### src/rtl/calc_pkg.sv
// -----------------------------------------------------------------------------
// calc_pkg
// Shared definitions for the calculator keypad front end and entry stage.
//   digit_state_e     : digit FSM states (IDLE, LOAD, ACTIVE, WAIT_REL)
//   ADD/SUB/MUL/DIV   : operator bit indices within op_raw and the op latch
//   DB_CYCLES_DEFAULT : default debounce sample period (20 ms at 50 MHz)
//   is_onehot10       : true when exactly one of ten digit bits is set
// -----------------------------------------------------------------------------
package calc_pkg;

    typedef enum logic [1:0] {
        IDLE     = 2'd0,
        LOAD     = 2'd1,
        ACTIVE   = 2'd2,
        WAIT_REL = 2'd3
    } digit_state_e;

    localparam int ADD = 0;
    localparam int SUB = 1;
    localparam int MUL = 2;
    localparam int DIV = 3;

    localparam int NUM_DIGITS        = 10;
    localparam int NUM_OPS           = 4;
    localparam int DB_CYCLES_DEFAULT = 1_000_000;

    // v & (v - 1) clears the lowest set bit, so a zero result means at most one bit
    function automatic logic is_onehot10(input logic [9:0] v);
        return (v != 10'd0) && ((v & (v - 10'd1)) == 10'd0);
    endfunction

endpackage

### src/rtl/keypad_frontend_debounce_bank.sv
// -----------------------------------------------------------------------------
// debounce_bank
// Two-flop synchroniser, free-running sample tick and two-sample debouncer for
// W active-low raw inputs. Outputs are active-high.
// Ports:
//   clk     in  : system clock
//   rst_n   in  : synchronous active-low reset (all inputs seen as released)
//   raw_i   in  : raw active-low buttons
//   d_o     out : debounced active-high levels (registered)
//   tick_o  out : one-cycle pulse when the sample counter wraps
// -----------------------------------------------------------------------------
module debounce_bank
    import calc_pkg::*;
#(
    parameter int W         = 15,
    parameter int DB_CYCLES = DB_CYCLES_DEFAULT
) (
    input  logic         clk,
    input  logic         rst_n,
    input  logic [W-1:0] raw_i,
    output logic [W-1:0] d_o,
    output logic         tick_o
);

    localparam int            CW       = (DB_CYCLES > 1) ? $clog2(DB_CYCLES) : 1;
    localparam logic [CW-1:0] CNT_LAST = CW'(DB_CYCLES - 1);

    logic [W-1:0]  sync1_q;
    logic [W-1:0]  sync2_q;
    logic [W-1:0]  samp_q;
    logic [W-1:0]  d_q;
    logic [CW-1:0] cnt_q;
    logic [W-1:0]  p_s;
    logic [W-1:0]  eq_s;
    logic          tick_s;

    assign p_s    = ~sync2_q;
    assign tick_s = (cnt_q == CNT_LAST);
    // a bit is allowed to move only when this sample agrees with the previous one
    assign eq_s   = ~(p_s ^ samp_q);
    assign d_o    = d_q;
    assign tick_o = tick_s;

    // two-flop synchroniser, reset to released (raw high)
    always_ff @(posedge clk) begin
        if (!rst_n) begin
            sync1_q <= '1;
            sync2_q <= '1;
        end else begin
            sync1_q <= raw_i;
            sync2_q <= sync1_q;
        end
    end

    // free-running sample period counter, never stalled
    always_ff @(posedge clk) begin
        if (!rst_n) begin
            cnt_q <= '0;
        end else if (tick_s) begin
            cnt_q <= '0;
        end else begin
            cnt_q <= cnt_q + CW'(1);
        end
    end

    // sample and debounced state advance only on ticks
    always_ff @(posedge clk) begin
        if (!rst_n) begin
            samp_q <= '0;
            d_q    <= '0;
        end else if (tick_s) begin
            samp_q <= p_s;
            d_q    <= (d_q & ~eq_s) | (p_s & eq_s);
        end else begin
            samp_q <= samp_q;
            d_q    <= d_q;
        end
    end

endmodule

### src/rtl/keypad_frontend.sv
// -----------------------------------------------------------------------------
// keypad_frontend
// Conditions raw calculator buttons for the entry stage: digits become a
// latched one-hot KEY plus an append level, operators a latched one-hot level,
// set a clean level delayed so a same-cycle operator is stable first.
// Ports:
//   clk      in  : 50 MHz system clock
//   rst_n    in  : synchronous active-low reset
//   key_raw  in  : [9:0] digit buttons, active-low
//   op_raw   in  : [3:0] add/sub/mul/div buttons, active-low
//   set_raw  in  : set button, active-low
//   KEY      out : latched one-hot digit, stable while append is high
//   append   out : digit-valid level
//   set      out : debounced set level, delayed 2 clk from debounce
//   Add/Sub/Mul/Div out : latched one-hot operator
// Optional feature: define KEYPAD_AUTOREPEAT_EN to enable auto-repeat of a
// held digit (append drops for one tick every REPEAT_TICKS held ticks).
// -----------------------------------------------------------------------------
module keypad_frontend
    import calc_pkg::*;
#(
    parameter int DB_CYCLES = DB_CYCLES_DEFAULT
`ifdef KEYPAD_AUTOREPEAT_EN
    ,
    parameter int REPEAT_TICKS = 25
`endif
) (
    input  logic       clk,
    input  logic       rst_n,
    input  logic [9:0] key_raw,
    input  logic [3:0] op_raw,
    input  logic       set_raw,
    output logic [9:0] KEY,
    output logic       append,
    output logic       set,
    output logic       Add,
    output logic       Sub,
    output logic       Mul,
    output logic       Div
);

    localparam int NB = NUM_DIGITS + NUM_OPS + 1;

    logic [NB-1:0] raw_s;
    logic [NB-1:0] deb_s;
    logic [9:0]    dk_s;
    logic [3:0]    dop_s;
    logic          dset_s;
    logic [3:0]    op_rise_s;
    logic [3:0]    op_d;

    digit_state_e  state_q;
    logic [9:0]    key_q;
    logic          append_q;
    logic [3:0]    dop_q;
    logic [3:0]    op_q;
    logic          set_dly_q;
    logic          set_q;

`ifdef KEYPAD_AUTOREPEAT_EN
    localparam int            RW       = (REPEAT_TICKS > 1) ? $clog2(REPEAT_TICKS) : 1;
    localparam logic [RW-1:0] REP_LAST = RW'(REPEAT_TICKS - 1);

    logic          tick_s;
    logic [RW-1:0] rep_cnt_q;
    logic          gap_q;
`endif

    assign raw_s  = {set_raw, op_raw, key_raw};
    assign dk_s   = deb_s[9:0];
    assign dop_s  = deb_s[13:10];
    assign dset_s = deb_s[14];

    debounce_bank #(
        .W         (NB),
        .DB_CYCLES (DB_CYCLES)
    ) u_debounce (
        .clk    (clk),
        .rst_n  (rst_n),
        .raw_i  (raw_s),
        .d_o    (deb_s),
`ifdef KEYPAD_AUTOREPEAT_EN
        .tick_o (tick_s)
`else
        .tick_o ()
`endif
    );

    assign op_rise_s = dop_s & ~dop_q;

    // operator latch next value: highest-priority rising op wins, else hold
    always_comb begin
        op_d = op_q;
        if (op_rise_s[ADD]) begin
            op_d      = 4'b0000;
            op_d[ADD] = 1'b1;
        end else if (op_rise_s[SUB]) begin
            op_d      = 4'b0000;
            op_d[SUB] = 1'b1;
        end else if (op_rise_s[MUL]) begin
            op_d      = 4'b0000;
            op_d[MUL] = 1'b1;
        end else if (op_rise_s[DIV]) begin
            op_d      = 4'b0000;
            op_d[DIV] = 1'b1;
        end else begin
            op_d = op_q;
        end
    end

    // operator edge history, operator latch and two-stage set delay
    always_ff @(posedge clk) begin
        if (!rst_n) begin
            dop_q     <= 4'b0000;
            op_q      <= 4'b0000;
            set_dly_q <= 1'b0;
            set_q     <= 1'b0;
        end else begin
            dop_q     <= dop_s;
            op_q      <= op_d;
            set_dly_q <= dset_s;
            set_q     <= set_dly_q;
        end
    end

    // digit FSM with registered KEY and append
    always_ff @(posedge clk) begin
        if (!rst_n) begin
            state_q   <= IDLE;
            key_q     <= 10'd0;
            append_q  <= 1'b0;
`ifdef KEYPAD_AUTOREPEAT_EN
            rep_cnt_q <= '0;
            gap_q     <= 1'b0;
`endif
        end else begin
            case (state_q)
                IDLE: begin
                    append_q <= 1'b0;
                    if (is_onehot10(dk_s)) begin
                        state_q <= LOAD;
                    end else if (dk_s != 10'd0) begin
                        state_q <= WAIT_REL;
                    end else begin
                        state_q <= IDLE;
                    end
                end
                LOAD: begin
                    append_q <= 1'b0;
`ifdef KEYPAD_AUTOREPEAT_EN
                    rep_cnt_q <= '0;
                    gap_q     <= 1'b0;
`endif
                    // with a very short tick the digit may change here; never load a non-one-hot KEY
                    if (is_onehot10(dk_s)) begin
                        key_q   <= dk_s;
                        state_q <= ACTIVE;
                    end else begin
                        state_q <= WAIT_REL;
                    end
                end
                ACTIVE: begin
                    if (dk_s != key_q) begin
                        append_q <= 1'b0;
                        state_q  <= WAIT_REL;
                    end else begin
                        state_q <= ACTIVE;
`ifdef KEYPAD_AUTOREPEAT_EN
                        // high for REPEAT_TICKS tick boundaries, then low for exactly one tick period
                        if (!tick_s) begin
                            append_q <= ~gap_q;
                        end else if (gap_q) begin
                            gap_q     <= 1'b0;
                            rep_cnt_q <= '0;
                            append_q  <= 1'b1;
                        end else if (rep_cnt_q == REP_LAST) begin
                            gap_q    <= 1'b1;
                            append_q <= 1'b0;
                        end else begin
                            rep_cnt_q <= rep_cnt_q + RW'(1);
                            append_q  <= 1'b1;
                        end
`else
                        append_q <= 1'b1;
`endif
                    end
                end
                WAIT_REL: begin
                    append_q <= 1'b0;
                    if (dk_s == 10'd0) begin
                        state_q <= IDLE;
                    end else begin
                        state_q <= WAIT_REL;
                    end
                end
                default: begin
                    append_q <= 1'b0;
                    state_q  <= IDLE;
                end
            endcase
        end
    end

    assign KEY    = key_q;
    assign append = append_q;
    assign set    = set_q;
    assign Add    = op_q[ADD];
    assign Sub    = op_q[SUB];
    assign Mul    = op_q[MUL];
    assign Div    = op_q[DIV];

endmodule

### config.mk
export PLATFORM = sky130hd
export DESIGN_NAME = keypad_frontend
export DESIGN_NICKNAME = d
export VERILOG_FILES = /design/src/rtl/calc_pkg.sv /design/src/rtl/keypad_frontend_debounce_bank.sv /design/src/rtl/keypad_frontend.sv
export SDC_FILE = /design/constraint.sdc
export NUM_CORES = 1
export LEC_CHECK = 0
export BUFFER_PORTS_ARGS = -buffer_cell sky130_fd_sc_hd__buf_2
export CAP_MARGIN = 30
export CORE_ASPECT_RATIO = 1.25
export CORE_MARGIN = 2
export CORE_UTILIZATION = 53
export DETAILED_ROUTE_END_ITERATION = 10
export PLACE_DENSITY = 0.85
export SETUP_SLACK_MARGIN = 0.15
export SLEW_MARGIN = 10
export SYNTH_ARGS = -nofsm -noshare
export SYNTH_HDL_FRONTEND = slang
export SYNTH_SLANG_ARGS = --single-unit
### constraint.sdc
create_clock -name clk -period 2.1 [get_ports clk]
set_input_delay 0.105 -clock clk [delete_from_list [all_inputs] [get_ports clk]]
set_output_delay 0.105 -clock clk [all_outputs]
set_load 0.01 [all_outputs]
==> flow_metrics.tcl, run 1 <==
set metrics [dict create \
    syn_avg_cell_area_um2 9.101 \
    critPathArrivalTime_ns 2.31 \
    cts_tree "yes" \
    synth_fa_ha_area_share_pct 0.5837 \
    h-tree-depth 3 \
    die_area_um2 7984 \
    clkTransAtPathRegs_ns 0.10 \
    grt_setup_unrepaired "yes" \
    path_class "flip-flop to flip-flop" \
    antenna_found_initial 0 \
    power.density_nw_per_um2 742.9 \
    place.gp.congestion 0.9076 \
    io_pins 33 \
    clock.fmax_mhz 498.4 \
    period_needed_ns 2.006 \
    cap_violations 0 \
    wire_per_inst_um 12.42 \
    dpl.hpwl_um 4748 \
    drtPass1Iterations 4 \
    worst_hold_slack_ns 0.2855 \
    grt_start_max_net_pins 62 \
    gr-usage-all-layers_pct 19.30 \
    tns_ns 0 \
    rows 34 \
    status "completed" \
    die_w_um 80.32 \
    r2r_slack_ns 0.09 \
    synth-edff-count 0 \
    setup_slack_ns 0.09369 \
    finalNetCount 493 \
    worstSkewPairLatency_ns 0.37 \
    synthSimpleGateAreaFrac_pct 26.13 \
    place_inst 536 \
    final_common_cell "dfxtp_1" \
    syn_nets 442 \
    grt_pass1_vias 2945 \
    detail-route-antenna-nets 0 \
    synth_compound_area_share_pct 8.139 \
    fin_skew_ns 0.01147 \
    crit_fanout 5 \
    grt_pass1_wl_um 12210 \
    routed_wl_um 7078 \
    syn_area_um2 3859 \
    route.detailed.drc 0 \
    cts_buffer_depth 2 \
    core_um2 7019 \
    numPortBuffers 32 \
    worst_pin_slew_ns 0.6393 \
    slew_headroom_pct 57.33 \
    slew_violations 0 \
    drt_iter0_markers 151 \
    synth_top_family_by_area "simple AND/OR/NAND/NOR gates" \
    drive_gt1_share_pct 15.00 \
    yosysWarningCount 0 \
    final_cell_mix "dfxtp_1, nor2_1, nand2_1" \
    synth-seq-cells 103 \
    diodes 0 \
    routed_via_density 5.307 \
    end_kind "flip-flop" \
    cts_inserted_buffers 9 \
    die_y_um 99.40 \
    via_count 3025 \
    fill_cells 571 \
    synthMuxAreaShare_pct 2.594 \
    fin_util_pct 64.12 \
    areaGrowthSynthToFinish_pct 16.63 \
    ys_types 38 \
    start_kind "flip-flop" \
    seq_area_frac_synth_pct 53.44 \
    leakage_uw 0.001730 \
    hp-class "input pin to flip-flop" \
    cts-root-buf "clkbuf_8" \
    vdd_drop_max_mv 0.4943 \
    fin_cells 570 \
    hold_violations 0 \
    synth-async-reset-ratio_pct 0 \
    setup_viol 0 \
    fin_crit_sh_pct 95.54 \
    cts.sinks 103 \
    synth_flop_cell "dfxtp_1" \
    grt-ovfl-total 0 \
    start_util_pct 54.97 \
    required_ns 2.40 \
    syn_inst 424 \
    place_ws_ns 0.05809 \
    synth_xor_area_share_pct 6.582 \
]
==> what timing repair did <==
item / CTS / global route
setup buffers: 1 / 2
gates resized for setup: 1 / 1
pin swaps: 2 / 0
setup endpoints to repair: 10 / 11
hold endpoints to repair: 15 / 0
hold buffers: 15 / 0
==> synth_stat cells, types with 2 or more instances <==
master    count  area (um^2)
dfxtp_1     103         2062
nor2_1       47        176.4
nand2_1      44        165.2
nand2b_1     33        206.5
o21ai_0      30        150.1
nand3_1      26        130.1
a21oi_1      19        95.09
clkbuf_1     18        67.56
xor2_1       17        148.9
nor3_1       16        80.08
xnor2_1      12        105.1
mux2i_1      10        100.1
and2_1        7        43.79
and3_1        6        37.54
nor4_1        4        25.02
nand4_1       3        18.77
nor2b_1       3        18.77
a211o_2       2        20.02
and4_1        2        17.52
inv_1         2        7.510
nor3b_1       2        15.01
or2_2         2        12.51
==> metal layers <==
layer  global-route usage [%]  vias up  wire, um
met5                        0        -         0
met4                    10.30        0       148
met3                    4.719       11       338
met2                    31.09       89      3383
met1                    23.66     1397      3208
li1                         -     1528         -
==> area by class of cell <==
cell class / count / area, um^2 / share of cell area [%]
Timing Repair Buffer: 61 / 415.4 / 9.230
Clock inverter: 7 / 72.57 / 1.612
Sequential cell: 103 / 2069 / 45.98
Tap cell: 90 / 112.6 / 2.502
Clock buffer: 9 / 123.9 / 2.752
Inverter: 2 / 7.507 / 0.1668
Multi-Input combinational cell: 298 / 1699 / 37.75
==> worst max-delay path, stage by stage (launching register included) <==
cell,delay [ns]
dfxtp_4,0.36
or4_4,0.56
o41ai_2,0.22
o211ai_1,0.17
nor3b_2,0.24
buf_4,0.19
mux2i_1,0.19
==> cell families (layout without fill, tap and decap cells) <==
kind of cell / count (synthesis) / in the layout
AOI/OAI and AO/OA: 56 / 56
DFF: 103 / 103
adders and majority gates: 2 / 2
buffers and inverters: 23 / 79
xor gates and xnor gates: 29 / 29
muxes: 10 / 10
and+or+nand+nor: 201 / 201
==> where the power goes <==
part           internal [uW]  total (uW)  switching (uW)
Combinational           74.2         137            62.6
Clock                    467        1190             722
Sequential              1990        2020            25.4
Total                   2530        3340             810
==> metrics by stage <==
stage	instance area [um^2]	total power, uW
after CTS	4483	3368
after global placement	4126	2176
final	4501	3344
after detailed placement	4126	2181
after floorplan	3861	2141
after global routing	4501	3471
==> path summary, 6_finish.rpt <==
| kind | cells past startpoint | from | endpoint |
|---|---|---|---|
| max | 6 | flip-flop | KEY[0] |
| min | 3 | rst_n | u_debounce.sync1_q[1] |
| max reg2reg | 6 | flip-flop | KEY[0] |
| min reg2reg | 1 | u_debounce.sync1_q[9] | u_debounce.sync2_q[9] |
Power figures use the tool's default switching activity.
==> run 2, diff against run 1 <==
Settings changed: CORE_MARGIN 2 to 8.
==> run 2 against run 1 <==
- first-iteration DRC count up 55%
- worst setup slack better by 0.015 ns
- combinational power up 8%
- total power up 5.9%
- global-route usage down 3.9 points
- wire length up 7.1%
- register-to-register slack about the same
- die area up 29%
- count of clock-buffer cells in the layout up 1
- final area up 1.4%
- critical endpoint is now KEY[4]
- largest power group unchanged
==> flow_metrics.tcl, run 2 (synthesis gave the netlist of run 1 again) <==
set metrics [dict create \
    status "completed" \
    hold_violations 0 \
    slew_headroom_pct 59.90 \
    clock.fmax_mhz 502.2 \
    grt_pass1_wl_um 13060 \
    worstSkewPairLatency_ns 0.37 \
    p_int_uw 2784 \
    finalInstanceArea_um2 4562 \
    p_switching_uw 756.3 \
    place_area_um2 4141 \
    routed_wl_um 7578 \
    drtPass1Iterations 4 \
    cts.sinks 103 \
    grt_setup_unrepaired "yes" \
    hp-class "input pin to flip-flop" \
    reg2regPathDepth 6 \
    required_ns 2.39 \
    die_y_um 111.4 \
    period_needed_ns 1.991 \
    place.gp.congestion 0.8466 \
    leakage_uw 0.001753 \
    routed_via_density 5.246 \
    r2r_slack_ns 0.11 \
    h-tree-depth 3 \
    drive_gt1_share_pct 15.27 \
    netSwitchingFraction_pct 21.37 \
    drt_iter0_markers 234 \
    worst_pin_slew_ns 0.6002 \
    cts_inserted_buffers 9 \
    end_kind "flip-flop" \
    clockPowerShare_pct 38.8 \
    cap_violations 0 \
    fin_skew_ns 0.01031 \
    final_common_cell "dfxtp_1" \
    worstSetupEndpoint "KEY[4]" \
    path_class "flip-flop to flip-flop" \
    via_count 2990 \
    pwr-share-seq_pct 57.0 \
    slew_violations 0 \
    grt-ovfl-total 0 \
    place_inst 538 \
    finalNetCount 491 \
    vdd_drop_max_mv 0.5809 \
    fin_cells 570 \
    diodes 0 \
    clkTransAtPathRegs_ns 0.09 \
    die_w_um 92.32 \
    r2r_end "KEY[4]" \
    gr-usage-all-layers_pct 15.38 \
    start_kind "flip-flop" \
    dpl.hpwl_um 5040 \
    io_pins 33 \
    power.density_nw_per_um2 776.0 \
    areaGrowthSynthToFinish_pct 18.22 \
    critPathArrivalTime_ns 2.28 \
    power_frac_comb_pct 4.2 \
    fin_crit_sh_pct 94.83 \
    grt_pass1_vias 2901 \
    die_area_um2 10280 \
    wire_per_inst_um 13.29 \
    grt_start_max_net_pins 39 \
    start_util_pct 53.40 \
    final_cell_mix "dfxtp_1, nor2_1, nand2_1" \
    cts-root-buf "clkbuf_8" \
    detail-route-antenna-nets 0 \
    antenna_found_initial 0 \
    crit_fanout 6 \
    setup_viol 0 \
    numPortBuffers 32 \
    rows 35 \
    route.detailed.drc 0 \
    cts_tree "yes" \
    cts_buffer_depth 2 \
    core_um2 7226 \
]
-- run 2: repair_timing --
item / CTS / global route
setup endpoints to repair: 11 / 24
gates cloned: 0 / 0
pin swaps: 3 / 1
hold endpoints to repair: 15 / 0
resized for setup: 2 / 5
setup buffers: 1 / 0
hold buffers: 15 / 0
-- run 2: worst min path at each step --
stage	slack (ns)	endpoint	startpoint	cells past startpoint
after floorplan	0.21	u_debounce.sync1_q[0]	key_raw[0]	1
after global placement	0.28	u_debounce.sync1_q[13]	op_raw[3]	2
after detailed placement	0.29	u_debounce.sync1_q[4]	key_raw[4]	2
after CTS	0.12	u_debounce.sync1_q[10]	rst_n	2
after global routing	0.17	u_debounce.sync2_q[11]	rst_n	2
final	0.13	u_debounce.sync1_q[10]	rst_n	2
-- run 2: worst max-delay path: stages (launching register included) --
cell      delay, ns
dfxtp_1        0.33
or4_4          0.58
o41ai_2        0.22
o211ai_1       0.17
nor3b_2        0.21
buf_4          0.20
mux2i_1        0.21
-- run 2: area by class of cell --
type	instances	area (um^2)
multi-input combinational	298	1729
sequential	103	2067
tap	92	115.1
clock inverter	6	92.59
timing repair buffer	59	412.9
clock buffer	10	137.6
inverter	2	7.507
fill	593	2664
-- run 2: power groups by stage --
stage                     clock network (uW)  logic, uW  registers [uW]
after floorplan                            0       82.9            2060
after CTS                               1410        140            2020
after global placement                     0        115            2060
after detailed placement                   0        119            2060
final                                   1370        148            2020
after global routing                    1470        166            2020
-- run 2: layer usage --
metal,global-route usage (%),routed length [um],vias to the layer above
met1,18.05,3402,1389
met3,3.297,344,18
li1,-,-,1519
met5,0,0,-
met2,24.33,3588,64
met4,10.78,242,0
-- run 2: through the flow --
| step | power [uW] | hold slack (ns) | setup WS (ns) | setup TNS (ns) | util, % |
|---|---|---|---|---|---|
| after floorplan | 2141 | 0.2065 | 0.2204 | 0 | - |
| after global placement | 2178 | 0.2848 | 0.1604 | 0 | 57.32 |
| after detailed placement | 2183 | 0.2880 | 0.02094 | 0 | 57.32 |
| after CTS | 3563 | 0.1192 | 0.1096 | 0 | 62.84 |
| after global routing | 3661 | 0.1692 | -0.04743 | -0.06134 | 63.13 |
| final | 3540 | 0.1324 | 0.1086 | 0 | 63.13 |
